==> src/rtl/iqft.sv <==
// Inverse 4-point DFT (inverse QFT): two radix-2 butterfly stages, scale by 1/4, saturate to OUT_W.
// Optional macro IQFT_ROUND_EN: round half up (+2 before >>2) instead of truncating toward -inf.
module iqft #(
    parameter int IN_W  = 13,
    parameter int OUT_W = 8
) (
    input  logic             clk,
    input  logic             rst_n,
    input  logic             in_valid,
    output logic             in_ready,
    input  logic [IN_W-1:0]  in_r0,
    input  logic [IN_W-1:0]  in_r1,
    input  logic [IN_W-1:0]  in_r2,
    input  logic [IN_W-1:0]  in_r3,
    input  logic [IN_W-1:0]  in_i0,
    input  logic [IN_W-1:0]  in_i1,
    input  logic [IN_W-1:0]  in_i2,
    input  logic [IN_W-1:0]  in_i3,
    output logic             out_valid,
    input  logic             out_ready,
    output logic [OUT_W-1:0] out_r0,
    output logic [OUT_W-1:0] out_r1,
    output logic [OUT_W-1:0] out_r2,
    output logic [OUT_W-1:0] out_r3,
    output logic [OUT_W-1:0] out_i0,
    output logic [OUT_W-1:0] out_i1,
    output logic [OUT_W-1:0] out_i2,
    output logic [OUT_W-1:0] out_i3,
    output logic             out_sat
);

    localparam int S1_W = IN_W + 1;
    // One bit above the stage-2 width leaves room for the rounding constant.
    localparam int SW   = IN_W + 3;
    localparam logic signed [SW-1:0] MAX_V = SW'(2 ** (OUT_W - 1) - 1);
    localparam logic signed [SW-1:0] MIN_V = SW'(-(2 ** (OUT_W - 1)));

    typedef enum logic [1:0] {IDLE, ST1, ST2, OUT} state_t;

    state_t state, state_nx;

    logic signed [IN_W-1:0]  x_r [4];
    logic signed [IN_W-1:0]  x_i [4];
    logic signed [S1_W-1:0]  a_r, a_i, b_r, b_i, c_r, c_i, d_r, d_i;
    logic signed [SW-1:0]    y_r [4];
    logic signed [SW-1:0]    y_i [4];
    logic        [OUT_W:0]   res_r [4];
    logic        [OUT_W:0]   res_i [4];
    logic                    sat_nx;
    logic        [OUT_W-1:0] q_r [4];
    logic        [OUT_W-1:0] q_i [4];
    logic                    q_sat;

    function automatic logic signed [SW-1:0] ext(input logic signed [S1_W-1:0] v);
        return SW'(v);
    endfunction

    // Returns {saturated, value}.
    function automatic logic [OUT_W:0] scale_sat(input logic signed [SW-1:0] v);
        logic signed [SW-1:0] t;
`ifdef IQFT_ROUND_EN
        t = (v + SW'(2)) >>> 2;
`else
        t = v >>> 2;
`endif
        if (t > MAX_V)      return {1'b1, MAX_V[OUT_W-1:0]};
        else if (t < MIN_V) return {1'b1, MIN_V[OUT_W-1:0]};
        else                return {1'b0, t[OUT_W-1:0]};
    endfunction

    // NOTE: always_ff uses only non-blocking assignments so every register samples pre-edge values.
    always_ff @(posedge clk or negedge rst_n) begin
        if (!rst_n) state <= IDLE;
        else        state <= state_nx;
    end

    // NOTE: every always_comb output gets a default first, so no path can infer a latch.
    always_comb begin
        state_nx = state;
        case (state)
            IDLE:    if (in_valid) state_nx = ST1;
            ST1:     state_nx = ST2;
            ST2:     state_nx = OUT;
            OUT:     if (out_ready) state_nx = IDLE;
            default: state_nx = IDLE;
        endcase
    end

    assign in_ready  = (state == IDLE);
    assign out_valid = (state == OUT);

    always_comb begin
        y_r[0] = ext(a_r) + ext(c_r);
        y_i[0] = ext(a_i) + ext(c_i);
        y_r[1] = ext(b_r) - ext(d_i);
        y_i[1] = ext(b_i) + ext(d_r);
        y_r[2] = ext(a_r) - ext(c_r);
        y_i[2] = ext(a_i) - ext(c_i);
        y_r[3] = ext(b_r) + ext(d_i);
        y_i[3] = ext(b_i) - ext(d_r);
        sat_nx = 1'b0;
        for (int k = 0; k < 4; k++) begin
            res_r[k] = scale_sat(y_r[k]);
            res_i[k] = scale_sat(y_i[k]);
            sat_nx   = sat_nx | res_r[k][OUT_W] | res_i[k][OUT_W];
        end
    end

    // NOTE: the small data arrays are reset as well, so outputs read zero after any reset.
    always_ff @(posedge clk or negedge rst_n) begin
        if (!rst_n) begin
            for (int k = 0; k < 4; k++) begin
                x_r[k] <= '0;
                x_i[k] <= '0;
                q_r[k] <= '0;
                q_i[k] <= '0;
            end
            {a_r, a_i, b_r, b_i, c_r, c_i, d_r, d_i} <= '0;
            q_sat <= 1'b0;
        end else begin
            case (state)
                IDLE: if (in_valid) begin
                    x_r[0] <= in_r0;  x_r[1] <= in_r1;  x_r[2] <= in_r2;  x_r[3] <= in_r3;
                    x_i[0] <= in_i0;  x_i[1] <= in_i1;  x_i[2] <= in_i2;  x_i[3] <= in_i3;
                end
                ST1: begin
                    a_r <= S1_W'(x_r[0]) + S1_W'(x_r[2]);
                    a_i <= S1_W'(x_i[0]) + S1_W'(x_i[2]);
                    b_r <= S1_W'(x_r[0]) - S1_W'(x_r[2]);
                    b_i <= S1_W'(x_i[0]) - S1_W'(x_i[2]);
                    c_r <= S1_W'(x_r[1]) + S1_W'(x_r[3]);
                    c_i <= S1_W'(x_i[1]) + S1_W'(x_i[3]);
                    d_r <= S1_W'(x_r[1]) - S1_W'(x_r[3]);
                    d_i <= S1_W'(x_i[1]) - S1_W'(x_i[3]);
                end
                ST2: begin
                    for (int k = 0; k < 4; k++) begin
                        q_r[k] <= res_r[k][OUT_W-1:0];
                        q_i[k] <= res_i[k][OUT_W-1:0];
                    end
                    q_sat <= sat_nx;
                end
                default: ;
            endcase
        end
    end

    assign out_r0  = q_r[0];
    assign out_r1  = q_r[1];
    assign out_r2  = q_r[2];
    assign out_r3  = q_r[3];
    assign out_i0  = q_i[0];
    assign out_i1  = q_i[1];
    assign out_i2  = q_i[2];
    assign out_i3  = q_i[3];
    assign out_sat = q_sat;

endmodule

==> config.mk <==
export PLATFORM = sky130hd
export DESIGN_NAME = iqft
export DESIGN_NICKNAME = d
export VERILOG_FILES = /design/src/rtl/iqft.sv
export SDC_FILE = /design/constraint.sdc
export NUM_CORES = 1
export LEC_CHECK = 0
export CORE_AREA = 2 2 187 189
export CTS_CLUSTER_DIAMETER = 150
export DETAILED_ROUTE_END_ITERATION = 16
export DIE_AREA = 0 0 189 191
export MAX_ROUTING_LAYER = met4
export PLACE_DENSITY = 0.89
export RECOVER_POWER = 100
export SLEW_MARGIN = 25
export SYNTH_ARGS = -nofsm -noshare
export SYNTH_HDL_FRONTEND = slang
export SYNTH_SLANG_ARGS = --single-unit
==> constraint.sdc <==
create_clock -name clk -period 3.79 [get_ports clk]
set_input_delay 0.379 -clock clk [delete_from_list [all_inputs] [get_ports clk]]
set_output_delay 0.379 -clock clk [all_outputs]
set_load 0.1 [all_outputs]
# After elaboration in Yosys (flattened, before gate mapping)
# Cells that the tools add are included.
[classes]
n_div = 0
order_cmp = 16
add_sub_neg = 16
muxes = 19
n_shift = 0
bitwise_logic = 7
mul = 0
reduce_logical = 3
n_eq_ne = 5
[op_table]
columns = ["cell", "n"]
rows = [
  ["9-bit 2-to-1 mux", 16],
  ["13-bit by 8-bit > comparator with 1-bit output (second input constant)", 8],
  ["13-bit by 8-bit less-than comparator with 1-bit output (second input constant)", 8],
  ["14-bit by 14-bit adder with 15-bit output", 4],
  ["14-bit by 14-bit subtractor with 15-bit output", 4],
  ["13-bit by 13-bit adder with 14-bit output", 4],
  ["13-bit by 13-bit subtractor with 14-bit output", 4],
  ["2-bit case mux with 4 select lines", 1],
  ["1-bit OR", 7],
  ["2-bit equality test (second input constant)", 2],
  ["2-bit 2-to-1 mux", 2],
  ["2-bit AND reduction", 2],
  ["2-bit by 1-bit equality test with 1-bit output (second input constant)", 1],
  ["2-bit zero test", 1],
  ["2-bit by 1-bit != test with 1-bit output (second input constant)", 1],
  ["2-bit != test (second input constant)", 1],
]
[word_totals]
output_inout_bits = 67
mem_bits_rw = 0
regBits = 283
in_bits = 108
n_memories = 0
latch_bits = 0
mem_bits_ro = 0

# Depth between registers and ports, before layout
[depth]
depth_word = 11
depth_mapped = 14
depth_no_buf = 13

# Least setup slack after synthesis
# No wires, ideal clock.
[synth_timing]
kind = "reg2reg"
start = "register a_r[3]"
end = "register q_sat (netlist: out_sat)"
required_ns = 3.657
stages_incl_launch_ff = 13
path_slack_ns = 0.481
arrival_ns = 3.176
setup_time_ns = 0.133
path_buffers = 1
path_cell_list = "dfrtp_1 > ha_1 > clkbuf_1 > or4_1 > o21ai_1 > nor2_1 > a2111oi_2 > a211oi_1 > nor4_1 > o32ai_2 > or3b_1 > a2111oi_2 > a31oi_1"
[synth_via]
elab_chain_cells = 11
word_cells_on_any_way = 17
cone_classes = "2 x add/sub; 4 x order compare; 4 x mux; 7 x bitwise"
[synth_lines]
columns = ["element", "line", "rtl"]
rows = [
  ["start, declared", "44", "logic signed [S1_W-1:0] a_r, a_i, b_r, b_i, c_r, c_i, d_r, d_i;"],
  ["start signal, assigned", "127", "a_r <= S1_W'(x_r[0]) + S1_W'(x_r[2]);"],
  ["14-bit by 14-bit adder with 15-bit output", "93", "y_r[0] = ext(a_r) + ext(c_r);"],
  ["13-bit by 8-bit less-than comparator with 1-bit output", "67", "else if (t < MIN_V) return {1'b1, MIN_V[OUT_W-1:0]};"],
  ["9-bit 2-to-1 mux", "67", ""],
  ["9-bit 2-to-1 mux", "66", "if (t > MAX_V) return {1'b1, MAX_V[OUT_W-1:0]};"],
  ["1-bit OR (3 in series)", "105", "sat_nx = sat_nx | res_r[k][OUT_W] | res_i[k][OUT_W];"],
  ["1-bit OR * (4 in series)", "105", ""],
  ["end signal, assigned", "141", "q_sat <= sat_nx;"],
  ["end, declared", "52", "logic q_sat;"],
]
# Mark *: on every way between the ends. The rest lies on a longest branch, timed or not.
# A chain may end at the register's enable or synchronous reset.

# Worst setup path in the final report
[layout_timing]
start = "register b_r[2]"
end = "register q_sat (netlist: out_sat)"
[layout_via]
elab_chain_cells = 10
word_cells_on_any_way = 16
cone_classes = "2 x add/sub; 4 x order compare; 4 x mux; 6 x bitwise"
[layout_lines]
columns = ["element", "line", "rtl"]
rows = [
  ["start, declared", "44", ""],
  ["start signal, assigned", "129", "b_r <= S1_W'(x_r[0]) - S1_W'(x_r[2]);"],
  ["14-bit by 14-bit subtractor with 15-bit output", "95", "y_r[1] = ext(b_r) - ext(d_i);"],
  ["13-bit by 8-bit less-than comparator with 1-bit output", "67", ""],
  ["9-bit 2-to-1 mux", "67", ""],
  ["9-bit 2-to-1 mux", "66", ""],
  ["1-bit OR (4 in series)", "105", ""],
  ["1-bit OR * (2 in series)", "105", ""],
]
# Marks and branches as above.

==> impl_metrics.toml <==
[status]
status = "finished with violations"
violations = "max-capacitance violations, max-slew violations"

[placed_design]
place_congestion = 1.031
port-buffer-count = 174
place_hpwl_um = 41940
place_inst = 2741

[routing]
wirelength_um = 54550
wire_per_inst_um = 19.50
dr.pass1.iters = 9
via_per_inst = 6.005
wl_met3_um = 3567
drt-met1-wl_um = 23450
drtIter0Drc = 1179
wl_met2_um = 25900
ant_nets = 0
highest_layer = "met4"
drc_errors = 0
via_count = 16800

[floorplanning]
die_height_um = 191
die_w_um = 189
die_area_um2 = 36100
initial_utilization = 0.5828
ioPinCount = 175
core_area_um2 = 34120
row_count = 68

[global_route]
grt_max_degree = 146
grt_antenna_before_repair = 0
grt_pass1_vias = 16130
grt_pass1_wl_um = 85620
grt_use_total = 0.3054
grt.overflow.total = 0

[logic_synthesis]
ys_top_cells_by_area = "dfrtp_1 (35%), ha_1 (13%), mux2_2 (6.3%)"
seq_area_frac_synth = 0.3511
yosysWarningCount = 0
async_reset_ff_frac = 1.000
synthTopCellsByCount = "dfrtp_1 (279), a21oi_1 (225), ha_1 (212), inv_1 (212), nor2_1 (204)"
synth_edf_count = 0
syn_inst = 2167
yosysTopAreaCell = "dfrtp_1"
synth_seq_cells = 279
syn_area_um2 = 19880
synth_nets = 2495
synth_ff_type = "dfrtp_1"
synthDistinctLibCells = 82
synth.most_common_cell = "dfrtp_1"
post_synth.cell_area_avg_um2 = 9.176
synth_top_cell_area_share = 0.3511

[layout]
n_fill_cell = 2566
fin_nets = 2647
diodes = 0
drive_gt1_frac = 0.09731
syn2layout_area_growth_pct = 16.69
fin_cells = 2798

[timing]
drv_slew = 285
period_minus_slack_ns = 3.657
hold_violations = 0
finClkSkew_ns = 0.009588
clock.fmax_ghz = 0.2735
rsz0062_at_grt = "yes"
tightest_slew_ns = 2.480
slew_headroom = -0.6535
fin_crit_sh = 0.9648
setup_viol = 0

[cts]
clock_path_buffers = 3
post_cts.repair.setup_buffers = 0
ctsRootBufferMaster = "clkbuf_16"
h-tree-depth = 1
cts_tree = "built"
numClockSinks = 279
numCtsBuffers = 30
insertion_delay_ns = 0.58
cts.reportedPaths.clkPinSlew_ns = 0.06

[critical_path]
arrival_ns = 4.11
worstPathMaxFanout = 8
crit_type = "flip-flop to flip-flop"
required_ns = 4.24
cp-start-kind = "flip-flop"
crit_path_end_kind = "flip-flop"

[run]
drv_cap = 3

[hold_path]
hold_class = "input port to flip-flop"
## worst max-delay path: stages (launching register included)
cell and delay [ns]:
dfrtp_1 0.40, ha_1 0.40, nor4bb_1 0.10, o31ai_1 0.42, a21oi_1 0.21, or4_1 0.43, a211oi_1 0.48, a41oi_1 0.18
o21ba_1 0.40, inv_1 0.09, nor3_1 0.29, a31oi_1 0.13
## per-layer routing
| layer | up-vias | GRT usage |
|---|---|---|
| met5 | - | - |
| met4 | 0 | 0.08624 |
| met3 | 103 | 0.04039 |
| met2 | 626 | 0.5000 |
| met1 | 8173 | 0.3994 |
| li1 | 7899 | - |
## repair_timing
item | 4_1_cts | 5_1_grt
endpoints found under the setup margin | 0 | 2
hold buffers | 1 | 0
gates resized for setup | 0 | 4
endpoints found under the hold margin | 95 | 0
## through the flow
stage / worst slack [ns] / utilization / TNS [ns] / hold WS [ns] / area [um2]
5_1_grt: -0.05859 / 0.6801 / -0.7085 / 0.4051 / 23200
6_report: 0.1333 / 0.6801 / 0 / 0.4096 / 23200
3_3_place_gp: 0.2388 / 0.6498 / 0 / 0.4423 / 22170
3_5_place_dp: 0.1121 / 0.6498 / 0 / 0.4636 / 22170
4_1_cts: 0.07114 / 0.6822 / 0 / 0.3958 / 23280
2_1_floorplan: 0.4814 / - / 0 / 0.08341 / 19880
## cell usage in the layout (no fill, tap or decap), drive strengths merged, types with 22 or more instances in the layout
master | Yosys | final
nor3 | 59 | 59
dlygate4sd3 | 0 | 68
and3 | 25 | 25
ha | 212 | 212
a31oi | 23 | 23
dfrtp | 279 | 279
o21bai | 25 | 25
nand2 | 67 | 67
o31ai | 32 | 32
clkbuf | 69 | 44
nor2 | 204 | 204
nor2b | 34 | 34
nand2b | 33 | 33
xor2 | 22 | 22
inv | 213 | 216
a21o | 25 | 25
mux2 | 111 | 111
clkdlybuf4s50 | 0 | 106
xnor2 | 106 | 106
a21oi | 225 | 225
o21ai | 92 | 92
a211oi | 22 | 22
## cell type report
class / count / area, um2 / share of cell area
clock buffer: 33 / 793.3 / 0.03419
timing repair buffer: 202 / 1937 / 0.08348
clock inverter: 23 / 304.0 / 0.01310
sequential: 279 / 6982 / 0.3009
tap: 455 / 569.3 / 0.02454
inverter: 213 / 799.5 / 0.03446
multi-input combinational: 1593 / 11820 / 0.5093
## final timing paths
path / startpoint / end / slack, ns / depth (start not counted)
min in group asynchronous: rst_n / x_r[7]$_DFFE_PN0P_ / 1.05 / 2
worst min register to register: out_i1[1]$_DFFE_PN0P_ / out_i1[1]$_DFFE_PN0P_ / 0.47 / 1
worst max-delay path: b_r[2]$_DFFE_PN0N_ / out_sat$_DFFE_PN0P_ / 0.13 / 11
worst min-delay path: in_i3[10] / x_i[10]$_DFFE_PN0P_ / 0.41 / 2
worst max register to register: b_r[2]$_DFFE_PN0N_ / out_sat$_DFFE_PN0P_ / 0.13 / 11
max in group asynchronous: rst_n / out_i2[2]$_DFFE_PN0P_ / 0.65 / 3
## cell families after synthesis
kind of cell               Yosys count  synth area share
muxes                              131           0.07293
AOI/OAI and AO/OA                  575            0.1863
xor gates and xnor gates           128           0.05638
and+or+nand+nor                    537            0.1347
DFF                                279            0.3511
adders and majority gates          222            0.1425
buffers and inverters              295           0.05613
## registers in the layout (all words and copies together), names as in the netlist
name	flops
x_i	52
x_r	52
b_i	14
b_r	14
c_i	14
c_r	14
a_i	13
a_r	13
d_i	13
d_r	13
out_i0	8
out_i1	8
out_i2	8
out_i3	8
out_r0	8
out_r1	8
out_r2	8
out_r3	8
state	2
out_sat	1
Power of run 1 is left out: the tool's default activity adds up to more than one toggle a clock period on the data nets, which glitch-free logic cannot reach.
==> patch, RTL diff (same flow settings) <==
The 4 states of `state_t` get a one-hot encoding in 4 bits.
--- a/src/rtl/iqft.sv
+++ b/src/rtl/iqft.sv
@@ -37,3 +37,3 @@
 
-    typedef enum logic [1:0] {IDLE, ST1, ST2, OUT} state_t;
+    typedef enum logic [3:0] {IDLE = 4'b0001, ST1 = 4'b0010, ST2 = 4'b0100, OUT = 4'b1000} state_t;
 
Behaviour: no difference found for any inputs over 4 cycles, from zero or initial values and one cycle with rst_n low; so few cycles prove little.
==> patch against the unedited design <==
  * The run still ends with max-capacitance violations, max-slew violations left
  * Maximum frequency increased by 3.2%
  * Final area decreased by 2.7%
  * Die area stayed put
  * Synthesized cell count is 4.2% higher
  * Routed wire length is 4.1% lower
  * Setup slack improved by 0.11 ns
  * First-iteration DRC count increased by 5.3%
  * Final cell count up 2.6%
  * Clock skew rose by 0.0030 ns
  * Largest cell class unchanged
  * Sequential cell count grew 2
  * Synthesized area down 3.0%
Power is not shown: default switching activity piles up to over one toggle a cycle in this logic, so the estimate is an artifact.
==> patch: results (changes against the unedited design) <==
** Clock tree
- Clock slew at reported path FFs :: 0.06 ns (about the same)
- Cells resized by post-CTS repair :: 0 (unchanged)
- Deepest clock path buffer count :: 3 (unchanged)
- For the worst-skew pair, the clock arrives at the later sink with an insertion delay of 0.57 ns.

** Route
- The number of nets with antenna violations after detailed routing came to 0 (unchanged).
- Routed met3 length :: 2920 um (-18%)
- Length of the first detailed-routing pass in iterations :: 5 (-4)
- Post-Route WL :: 52300 um (-4.1%)
- Vias per cell :: 5.71 (-4.8%)
- Wl on met1 :: 23900 um (+1.9%)
- The number of DRC violations after detailed-routing iteration 0 is 1241 (+5.3%).
- Total met2 wirelength after detailed routing :: 23600 um (-9.0%)
- Signal routing reaches up to met4.

** Synth
- The sequential share of the synthesized area was 36.5% (+1.4 points).
- Most used DFF post-synth :: dfrtp_1
- Ranked by total cell area, the synthesized netlist is headed by dfrtp_1, ha_1, nand2_1.
- The distinct cell type count after synthesis is 93 (+13%).
- Async set or reset register ratio after synthesis :: 100% (unchanged)
- Syn_nets :: 2582 (+3.5%)
- Ranking of synthesized cells by instance count :: nand2_1, dfrtp_1, o21ai_0

** Cells and area
- The count of nets after finishing is 2719 (+2.7%).
- The fraction of final layout cells sized beyond drive strength 1 came to 5.46% (-4.3 points).

** Critical path
- Signal arrival time at the worst endpoint :: 4.03 ns (-0.08 ns)
- Source of the worst register-to-register timing path :: d_r[9]$_DFFE_PN0P_
- The number of cells traversed by the worst register-to-register path was 13 (+2).
- Worst-path cell with the longest stage delay :: or3_1
- Kind of cell adding the most delay to the critical path :: simple AND/OR/NAND/NOR gates
- WS Path Type :: reg -> reg
- Register-to-register setup slack :: 0.25 ns (+0.11 ns)
- The largest stage delay on the critical path is 0.48 ns (about the same).
- Largest driver fanout on the critical path :: 11 (+3)
- Critical path endpoint :: out_sat$_DFFE_PN0P_

** Placement
- Gpl congestion :: 0.994 (-3.6%)
- Detail Placement HPWL :: 40400 um (-3.7%)

** Min path
- Startpoint of the tightest hold check path :: in_r0[6]
- Worst hold path class :: in -> reg
- Endpoint of the worst hold path :: x_r[45]$_DFFE_PN0P_
- Cells on Worst Hold Path :: 3 (+1)

** GRT
- First-pass GRT wire length :: 83800 um (-2.1%)
- The largest net degree at the start of global routing is 150 (+2.7%).
- Initial antenna violation count :: 0 (unchanged)
- Combined global-route utilization of all metal layers :: 29.9% (-0.66 points)
- Via count of the first global-routing pass :: 15878 (-1.6%)

** Timing
- Final count of pins violating max slew :: 153 (-46%)
- The largest clock skew in the final design was 0.0126 ns (+0.00304 ns).
- The worst max-slew margin expressed relative to the limit came to -69.4% (-4.1 points).

** Run
- Number of violations of the max-capacitance limit :: 3 (unchanged)

** Run status
- Outcome :: finished with violations
- Violated checks :: max-capacitance violations, max-slew violations
==> patch: cell count changes after synthesis, sizes merged, moves of 16 or more <==
cell    unedited run  this run
nor2             204       140
a21oi            225       134
mux2i             20         2
nand2             67       402
nor3              59        21
o21ai             92       220
inv              213       197
mux2             111         2
clkbuf            69        89
==> patch: metrics by stage <==
stage / cell area [um2] / instances / setup WS (ns) / hold WS (ns)
final: 22600 / 2872 / 0.245 / 0.338
after global routing: 22600 / 2871 / 0.0283 / 0.343
after CTS: 22600 / 2871 / 0.347 / 0.291
after detailed placement: 21500 / 2817 / 0.385 / 0.295
after global placement: 21500 / 2817 / 0.346 / 0.294
after floorplan: 19300 / 2258 / 0.198 / 0.0834
==> patch: area by class of cell <==
| class | count | area (um2) |
|---|---|---|
| Sequential cell | 281 | 7030 |
| Inverter | 198 | 744 |
| Multi-Input combinational cell | 1682 | 11100 |
| Tap cell | 455 | 569 |
| Fill cell | 2689 | 11500 |
| Clock inverter | 13 | 250 |
| Clock buffer | 40 | 890 |
| Antenna cell | 1 | 2.50 |
| Timing Repair Buffer | 202 | 1970 |
==> patch: cell families (layout without fill, tap and decap cells) <==
group                      Yosys count  count (layout)  share of synthesized area, %
adders and majority gates          216             216                          14.3
muxes                                4               4                         0.221
buffers and inverters              295             453                          5.83
AOI/OAI and AO/OA                  578             578                          19.2
xor gates and xnor gates           140             140                          6.36
other                                0               1                             0
and+or+nand+nor                    744             744                          17.6
DFF                                281             281                          36.5
==> patch: timing repair <==
item                                   4_1_cts  5_1_grt
setup endpoints to repair                    0        0
buffers inserted                             0        0
endpoints found under the hold margin       43        0
hold buffers                                 1        0
==> patch: metal layers <==
metal / vias to the layer above / GRT usage (%)
li1: 7905 / -
met1: 7873 / 41.6
met2: 538 / 46.2
met3: 93 / 2.44
met4: 0 / 10.3
met5: - / -
